`config.mk`:
```
export PLATFORM = sky130hd
export DESIGN_NAME = branch_redirect_ctrl
export DESIGN_NICKNAME = d
export VERILOG_FILES = /design/src/rtl/branch_redirect_ctrl.sv
export SDC_FILE = /design/constraint.sdc
export NUM_CORES = 1
export LEC_CHECK = 0
export ABC_AREA = 1
export CAP_MARGIN = 15
export CORE_ASPECT_RATIO = 1.2
export CORE_UTILIZATION = 39
export CTS_CLUSTER_SIZE = 14
export DETAILED_ROUTE_END_ITERATION = 12
export PLACE_DENSITY = 0.74
export SYNTH_ARGS = -nofsm -noshare
export SYNTH_HDL_FRONTEND = slang
export SYNTH_SLANG_ARGS = --single-unit
```
`constraint.sdc`:
```
create_clock -name clk -period 3.4 [get_ports clk]
set_input_delay 0.68 -clock clk [delete_from_list [all_inputs] [get_ports clk]]
set_output_delay 0.68 -clock clk [all_outputs]
set_load 0.03 [all_outputs]
```
`src/rtl/branch_redirect_ctrl.sv`:
```
`default_nettype none
//==============================================================================
// Module      : branch_redirect_ctrl
// Description : Redirect/flush controller for a 5-stage in-order pipeline.
//               It samples the EX-stage branch decision and steers fetch to
//               the resolved target. At the same time it flushes the
//               wrong-path instructions held in IF/ID, ID/EX and EX/MEM.
//               A conditional-branch/JAL target with bit 0 set is treated
//               as a misaligned target: fetch goes to TRAP_VEC and a sticky
//               error flag is set.
//
// Ports       :
//   clk            in   single clock, rising-edge
//   rst            in   synchronous active-high reset
//   ex_valid       in   EX stage holds a valid instruction
//   ex_branch      in   2'd1 taken branch/JAL, 2'd2 JALR, others none
//   ex_target      in   PC+imm target (code 1)
//   ex_jalr_target in   ALU result (code 2)
//   stall          in   pipeline freeze
//   pc_sel         out  select pc_target as next fetch PC
//   pc_target      out  redirect PC (holds last latched value in IDLE)
//   flush_ifid     out  clear IF/ID
//   flush_idex     out  clear ID/EX
//   flush_exmem    out  clear EX/MEM
//   busy           out  controller is in REDIRECT or TRAP
//   misalign_err   out  sticky misaligned-target flag
//   redirect_count out  saturating count of completed redirects
//
// Revision    : 1.0 - initial release
//==============================================================================
module branch_redirect_ctrl #(
    parameter logic [31:0] TRAP_VEC = 32'h0000_0004,
    parameter int          CNT_W    = 16
) (
    input  logic             clk,
    input  logic             rst,
    input  logic             ex_valid,
    input  logic [1:0]       ex_branch,
    input  logic [31:0]      ex_target,
    input  logic [31:0]      ex_jalr_target,
    input  logic             stall,
    output logic             pc_sel,
    output logic [31:0]      pc_target,
    output logic             flush_ifid,
    output logic             flush_idex,
    output logic             flush_exmem,
    output logic             busy,
    output logic             misalign_err,
    output logic [CNT_W-1:0] redirect_count
);

    // Explicit 2-bit encoding; the unused code 2'd3 recovers to IDLE.
    typedef enum logic [1:0] {
        ST_IDLE     = 2'd0,
        ST_REDIRECT = 2'd1,
        ST_TRAP     = 2'd2
    } state_t;

    localparam logic [1:0]       c_BR_BRANCH = 2'd1;
    localparam logic [1:0]       c_BR_JALR   = 2'd2;
    localparam logic [CNT_W-1:0] c_CNT_MAX   = {CNT_W{1'b1}};
    localparam logic [CNT_W-1:0] c_CNT_ONE   = {{(CNT_W-1){1'b0}}, 1'b1};

    state_t           r_state;
    logic [31:0]      r_target;
    logic             r_pc_sel;
    logic             r_flush_ifid;
    logic             r_flush_idex;
    logic             r_flush_exmem;
    logic             r_busy;
    logic             r_misalign_err;
    logic [CNT_W-1:0] r_count;

    logic             w_is_branch;
    logic             w_is_jalr;
    logic             w_take;
    logic             w_misalign;
    logic [31:0]      w_jalr_target;
    logic [31:0]      w_new_target;

    // The decision is only sampled from IDLE on an advancing cycle. In
    // REDIRECT/TRAP the EX instruction is wrong-path and is ignored.
    assign w_is_branch   = (ex_branch == c_BR_BRANCH);
    assign w_is_jalr     = (ex_branch == c_BR_JALR);
    assign w_take        = ex_valid && !stall && (w_is_branch || w_is_jalr);
    // JALR clears bit 0 of its target, so only code 1 can be misaligned.
    assign w_misalign    = w_is_branch && ex_target[0];
    assign w_jalr_target = ex_jalr_target & ~32'h0000_0001;

    always_comb begin
        w_new_target = ex_target;
        if (w_is_jalr) begin
            w_new_target = w_jalr_target;
        end else if (w_misalign) begin
            w_new_target = TRAP_VEC;
        end
    end

    // Every output comes from a register, so no input reaches an output
    // combinationally.
    always_ff @(posedge clk) begin
        if (rst) begin
            r_state        <= ST_IDLE;
            r_target       <= 32'h0000_0000;
            r_pc_sel       <= 1'b0;
            r_flush_ifid   <= 1'b0;
            r_flush_idex   <= 1'b0;
            r_flush_exmem  <= 1'b0;
            r_busy         <= 1'b0;
            r_misalign_err <= 1'b0;
            r_count        <= '0;
        end else begin
            case (r_state)
                ST_IDLE: begin
                    if (w_take) begin
                        r_target      <= w_new_target;
                        r_pc_sel      <= 1'b1;
                        r_flush_ifid  <= 1'b1;
                        r_flush_idex  <= 1'b1;
                        r_flush_exmem <= 1'b1;
                        r_busy        <= 1'b1;
                        if (w_misalign) begin
                            r_misalign_err <= 1'b1;
                            r_state        <= ST_TRAP;
                        end else begin
                            r_state        <= ST_REDIRECT;
                        end
                    end
                end

                ST_REDIRECT, ST_TRAP: begin
                    // While stalled the redirect has not been consumed yet.
                    // In that case outputs and target stay as they are.
                    if (!stall) begin
                        r_state       <= ST_IDLE;
                        r_pc_sel      <= 1'b0;
                        r_flush_ifid  <= 1'b0;
                        r_flush_idex  <= 1'b0;
                        r_flush_exmem <= 1'b0;
                        r_busy        <= 1'b0;
                        // Only genuine redirects are counted; trap exits are not.
                        if ((r_state == ST_REDIRECT) && (r_count != c_CNT_MAX)) begin
                            r_count <= r_count + c_CNT_ONE;
                        end
                    end
                end

                default: begin
                    r_state       <= ST_IDLE;
                    r_pc_sel      <= 1'b0;
                    r_flush_ifid  <= 1'b0;
                    r_flush_idex  <= 1'b0;
                    r_flush_exmem <= 1'b0;
                    r_busy        <= 1'b0;
                end
            endcase
        end
    end

    assign pc_sel         = r_pc_sel;
    assign pc_target      = r_target;
    assign flush_ifid     = r_flush_ifid;
    assign flush_idex     = r_flush_idex;
    assign flush_exmem    = r_flush_exmem;
    assign busy           = r_busy;
    assign misalign_err   = r_misalign_err;
    assign redirect_count = r_count;

endmodule
`default_nettype wire

```
---- After elaboration in Yosys (flattened, before gate mapping) ----
Index checks and enable logic that the tools add are counted.
cells by class
  reductions and logical operators ........ 12
  mux-type cells .......................... 9
  equality and inequality tests ........... 7
  add/sub/neg operators ................... 1
  bitwise gates (word level) .............. 1
operator list
  kind                                                  number
  two-way mux 32 bit                                    2
  adder 16 x 1 -> 16 bit (second input constant)        1
  != test 16 bit (second input constant)                1
  two-way mux 2 bit                                     3
  AND reduction 3 bit                                   2
  equality test 2 x 1 -> 1 bit (second input constant)  2
  equality test 2 bit (second input constant)           2
  logical AND 1 bit                                     4
  != test 2 bit (second input constant)                 2
  one-hot mux 2 bit (2 select lines)                    1
  AND reduction 2 bit                                   2
  logical NOT 2 bit                                     1
  two-way mux 1 bit                                     2
  one-hot mux 1 bit (2 select lines)                    1
  OR reduction 2 bit                                    1
  logical NOT 1 bit                                     1
  logical OR 1 bit                                      1
  NOT 1 bit                                             1
storage, ports and cells
  bits in registers ....................... 52
  bits of input ports ..................... 70
  output and inout bits ................... 54

---- Longest topological paths before layout ----
Gate-level depths: netlist of run 1.
  depth in word-level cells ............... 5
  gate-level depth with buffers ........... 10
  mapped depth without buffers ............ 10

---- Worst setup path before layout of run 1 ----
OpenSTA, ideal clock, no wires.
  path kind ............................... in2reg
  start point ............................. input port ex_branch[0]
  end point ............................... register r_target[3] (netlist: pc_target[3])
  arrival time ............................ 1.757 ns
  stages .................................. 8
  required time ........................... 3.326 ns
  buffers on the path ..................... 2
  setup slack ............................. 1.569 ns
  path through ............................ inv_1 > ha_1 > nand3b_1 > nor2_1 > buf_4 > buf_4 > nand3_1 > a31oi_1
on the way
  word-level cells in the longest chain between the ends .. 4
  elaborated cells on any way between the ends .. 8
ends and longest elaborated chain
  what                                                                 line    text
  start, declared                                                      38      input logic [1:0] ex_branch,
  equality test 2 x 1 -> 1 bit or equality test 2 bit (tied branches)  83, 84
  logical AND 1 bit or logical OR 1 bit (tied branches)                87, 85
  two-way mux 32 bit or logical AND 1 bit (tied branches)              94, 85
  two-way mux 32 bit or AND reduction 2 bit (tied branches)            -
  end signal, assigned                                                 116     r_target <= w_new_target;
  end, declared                                                        65      logic [31:0] r_target;
Parallel ways exist; a longest one is shown, timed or not.
A chain may end at the register's enable or synchronous reset.

---- Final worst setup path of run 1 ----
  start point ............................. input port ex_branch[0]
  end point ............................... register r_target[2] (netlist: pc_target[2])
Same word-level chain as after synthesis.

==> flow_metrics.tcl, run 1 <==
set metrics [dict create \
    status "complete, no violations" \
    finalSetupViolations 0 \
    fp-row-count 32 \
    nNetsFinal 558 \
    synth_top_area_cell "dfxtp_1" \
    cts_tree "built" \
    ys_ff_latch 52 \
    post-route-drc-count 0 \
    routed_wl_um 7430 \
    finalHoldViolCount 0 \
    cp-end-kind "flop" \
    power_leakage_nw 1.46 \
    antenna_cells 0 \
    final.setup_skew_ns 0.00615 \
    fmax_mhz 419 \
    dp_hpwl_um 5400 \
    dieArea_sq_um 7220 \
    peakVddDrop_mv 0.191 \
    path_max_fanout 20 \
    hp-class "reg2reg" \
    yosysWarnings 0 \
    yosysMostFrequentCell "nand2_1" \
    synth_cell_type_count 27 \
    rsz0062_at_grt "false" \
    wl_per_cell_um 13.1 \
    period_share 0.702 \
    ctsResizeCount 0 \
    drive_gt1_frac 0.0661 \
    via_per_inst 5.05 \
    powerDensity_nw_per_um2 325 \
    fp.coreArea_sq_um 6530 \
    chipWidth_um 77.7 \
    clk_pin_slew_ns 0.10 \
    track_usage 0.213 \
    place_congestion 0.790 \
    seq_area_frac_synth 0.388 \
    antenna_found_initial 0 \
    netlist_area_sq_um 2690 \
    syn_to_final_growth_pct 48.4 \
    cts_sinks 52 \
    synth_area_leaders "dfxtp_1 (39%), nand2_1 (11%), nand3_1 (7.6%), a31oi_1 (7.0%), nor2_1 (6.0%)" \
    start_util 0.411 \
    io_pins 124 \
    htreeDepth 2 \
    ys.flop_type "dfxtp_1" \
    cts_made_buffers 5 \
    critical_path.startpoint_type "input port" \
    crit_type "in2reg" \
    root_buffer "clkbuf_8" \
    async_reset_ff_frac 0 \
    slew_headroom 0.436 \
    clockBufferDepth 2 \
    overflow 0 \
    clkLatencyLatePin_ns 0.31 \
    avgSynthCellArea_sq_um 7.10 \
    drtIter0Drc 88 \
    hold_ws_ns 0.456 \
    post_cts_buffers 0 \
    crit_arrival_ns 2.59 \
    fp.dieH_um 92.9 \
    dr.pass1.iters 4 \
    first_global_vias 2693 \
    setup_tns_ns 0 \
    synthTopCellsByCount "nand2_1 (76), dfxtp_1 (52), nor2_1 (43)" \
    maxCapViolCount 0 \
    ant_nets 0 \
    syn_inst 378 \
    syn_nets 453 \
    vias 2876 \
    required_ns 3.60 \
    synth.top_cell.area_share 0.388 \
    hold_buffers 0 \
    grt_start_max_net_pins 36 \
    grt_pass1_wl_um 12200 \
    synth_edf_count 0 \
    worst_pin_slew_ns 0.846 \
    slew_viol_final 0 \
    period_needed_ns 2.39 \
    port_buffers 122 \
]
[registers in the layout, summed over array words and instances (netlist names)]
signal,cells
busy,1
r_state,2
redirect_count,16
misalign_err,1
pc_target,32
[per-stage QoR]
stage	util	total power, mW	setup slack, ns	instances	cell area (sq um)
finish	0.611	1.30	1.01	569	3990
floorplan	-	0.787	1.57	378	2690
global route	0.611	1.35	0.862	569	3990
CTS	0.611	1.31	0.992	569	3990
global placement	0.596	0.926	0.702	561	3890
detailed placement	0.596	0.929	0.659	561	3890
[cells by family after synthesis]
group	Yosys count	synth area share
AOI/OAI and AO/OA	61	0.129
adders and majority gates	5	0.0233
buffers and inverters	59	0.106
DFF	52	0.388
and+or+nand+nor	201	0.354
[final cells by class]
type / instances / area (sq um)
clock buffers: 6 / 82.6
fillers: 599 / 2540
repair buffers: 128 / 1270
well taps: 85 / 106
multi-input cells: 267 / 1370
clock inverters: 2 / 13.8
inverters: 29 / 109
flip-flops and latches: 52 / 1040
[routing by layer]
metal  track usage  share of wire  up-vias  wire (um)
met5             0              0        -          0
met3        0.0837          0.093       10        693
met1         0.240           0.42     1281       3100
met4        0.0629          0.016        0        118
li1              -              -     1483          -
met2         0.368           0.47      102       3520
[worst max-delay path, cell delays in order]
cell and delay (ns):
clkdlybuf4s50_1 0.49, inv_1 0.05, ha_1 0.29, nand3b_1 0.22, nor2_4 0.20, inv_1 0.33
nor3_1 0.25, nor3_1 0.07
[path summary, 6_finish.rpt]
path	slack [ns]	startpoint	depth (start not counted)	to
min	0.46	misalign_err	2	misalign_err
max	1.01	ex_branch[0]	8	pc_target[2]
max reg2reg	1.58	redirect_count[0]	8	redirect_count[1]
min reg2reg	0.46	misalign_err	2	misalign_err
[cells in the final DEF (no fill, tap or decap), drive strengths merged]
master,count
ha,5
a31oi,30
dfxtp,52
nand3,45
nand3b,1
clkbuf,6
nand2,79
buf,6
nand4,23
inv,30
nor3,4
clkinv,1
clkdlybuf4s50,122
a22oi,1
a21oi,12
nor3b,1
o21ai,18
nor2,47
or2,1
[power by group]
group / switching (mW) / internal (mW) / leakage (nW)
registers: 0.0124 / 0.631 / 0.422
clock network: 0.216 / 0.167 / 0.0516
logic: 0.134 / 0.136 / 0.988
total: 0.363 / 0.934 / 1.46
No activity file was read; power rests on OpenSTA's default activity.
==> inputs of run 2 (changes only) <==
--- a/config.mk
+++ b/config.mk
@@ -8,7 +8,7 @@
 export ABC_AREA = 1
 export CAP_MARGIN = 15
 export CORE_ASPECT_RATIO = 1.2
-export CORE_UTILIZATION = 39
+export CORE_UTILIZATION = 37
 export CTS_CLUSTER_SIZE = 14
 export DETAILED_ROUTE_END_ITERATION = 12
 export PLACE_DENSITY = 0.74
==> constraint.sdc (replaced) <==
create_clock -name clk -period 2.1 [get_ports clk]
set_input_delay 0.42 -clock clk [delete_from_list [all_inputs] [get_ports clk]]
set_output_delay 0.42 -clock clk [all_outputs]
set_load 0.03 [all_outputs]
==> run 2 against run 1 <==
Effect of this change:
- core utilization shrank 1.8 points
- worst hold slack gained 0.022 ns
- register-to-register slack lost 1.4 ns
- non-clock buffer count grew 8
- clock skew grew 0.00053 ns
- global-route usage shrank 0.67 points
- worst setup slack lost 0.89 ns
- first-iteration DRC count shrank 44%
- largest power group unchanged
==> flow_metrics.tcl, run 2 (synthesis results as in run 1) <==
set metrics [dict create \
    status "complete, no violations" \
    ant_nets 0 \
    root_buffer "clkbuf_8" \
    ctsResizeCount 0 \
    place_congestion 0.803 \
    grt_start_max_net_pins 33 \
    top_layer "met4" \
    clockBufferDepth 2 \
    cpMaxStageDelayCell "clkdlybuf4s50_1" \
    fp-row-count 33 \
    hp-class "reg2reg" \
    cts_tree "built" \
    final.setup_skew_ns 0.00668 \
    multiInputGateArea_sq_um 1370 \
    path_cells "clkdlybuf4s50_1 -> inv_1 -> ha_1 -> nand3b_1 -> nor2_4 -> inv_1 -> buf_4 -> nand2_1 -> a31oi_1" \
    crit_arrival_ns 2.16 \
    power_mw 2.11 \
    cts_made_buffers 5 \
    dieArea_sq_um 7600 \
    final_cell_mix "clkdlybuf4s50_1 (122), nand2_1 (76), dfxtp_1 (52)" \
    hold_buffers 0 \
    peakVddDrop_mv 0.241 \
    post_cts_buffers 0 \
    clkLatencyLatePin_ns 0.30 \
    layout_commonest_cell "clkdlybuf4s50_1" \
    fillers 695 \
    crit_type "in2reg" \
    io_pins 124 \
    syn_to_final_growth_pct 53.1 \
    worst_pin_slew_ns 0.364 \
    dr.pass1.iters 4 \
    largest_register_ffs 32 \
    required_ns 2.29 \
    vias 2962 \
    slew_headroom 0.757 \
    antenna_cells 0 \
    first_global_vias 2668 \
    dp_hpwl_um 5730 \
    rsz0062_at_grt "true" \
    period_needed_ns 1.97 \
    cp-end-kind "flop" \
    via_per_inst 5.12 \
    drive_gt1_frac 0.0793 \
    post-route-drc-count 0 \
    powerDensity_nw_per_um2 514 \
    nNetsFinal 566 \
    fmax_mhz 507 \
    overflow 0 \
    path_max_fanout 8 \
    critical_path.startpoint_type "input port" \
    maxCapViolCount 0 \
    met3_wirelength_um 568 \
    hold_ws_ns 0.478 \
    routed_wl_um 7590 \
    track_usage 0.206 \
    finalHoldViolCount 0 \
    clk_pin_slew_ns 0.10 \
    final_util 0.593 \
    wl_met1_um 3130 \
    seqCellArea_sq_um 1040 \
    fp.coreArea_sq_um 6940 \
    cts_sinks 52 \
    antenna_found_initial 0 \
    max_stage_delay_ns 0.48 \
    timing.critical_path.mode_cell "inv_1" \
    finalSetupViolations 0 \
    drtIter0Drc 49 \
    chipWidth_um 79.8 \
    slew_viol_final 0 \
    setup_tns_ns 0 \
    power_leakage_nw 1.52 \
    period_share 0.940 \
    fin_cells 579 \
    dp_cells 571 \
    wl_met2_um 3780 \
    htreeDepth 2 \
    port_buffers 122 \
    start_util 0.387 \
    grt_pass1_wl_um 12200 \
    wl_per_cell_um 13.1 \
    fp.dieH_um 95.3 \
]
-- run 2: stage by stage --
step	worst slack [ns]	instance area, sq um
final	0.127	4110
after global routing	-0.00972	4110
after CTS	0.120	4110
after global placement	-0.153	4010
after floorplan	0.467	2690
after detailed placement	-0.196	4010
-- run 2: final cells by class --
type	instances	area share
Tap cell	87	0.0265
Clock buffer	7	0.0210
Inverter	29	0.0265
Clock inverter	1	0.00183
Multi-Input combinational cell	267	0.332
Sequential cell	52	0.253
Timing Repair Buffer	136	0.339
-- run 2: power by group --
group          internal (mW)  switching (mW)  leakage, nW  total (mW)
registers               1.02          0.0196        0.422        1.04
clock network          0.269           0.336       0.0445       0.605
logic                  0.243           0.223         1.05       0.466
-- run 2: worst paths after layout --
check                                  startpoint  cells after the start                end  slack (ns)
worst min-delay path                   r_state[1]                      2         r_state[1]        0.48
worst max register to register  redirect_count[0]                      8  redirect_count[1]        0.23
worst min register to register         r_state[1]                      2         r_state[1]        0.48
worst max-delay path                 ex_branch[0]                      9      pc_target[30]        0.13
-- run 2: critical path: cells and delay by family --
kind	cells	cell delay [ns]
and+or+nand+nor	3	0.52
buffers and inverters	4	0.86
adders and majority gates	1	0.29
AOI/OAI and AO/OA	1	0.08
-- run 2: layer usage --
metal,up-vias,track usage
met5,-,0
met1,1346,0.229
met4,0,0.0685
met2,102,0.368
li1,1505,-
met3,9,0.0679
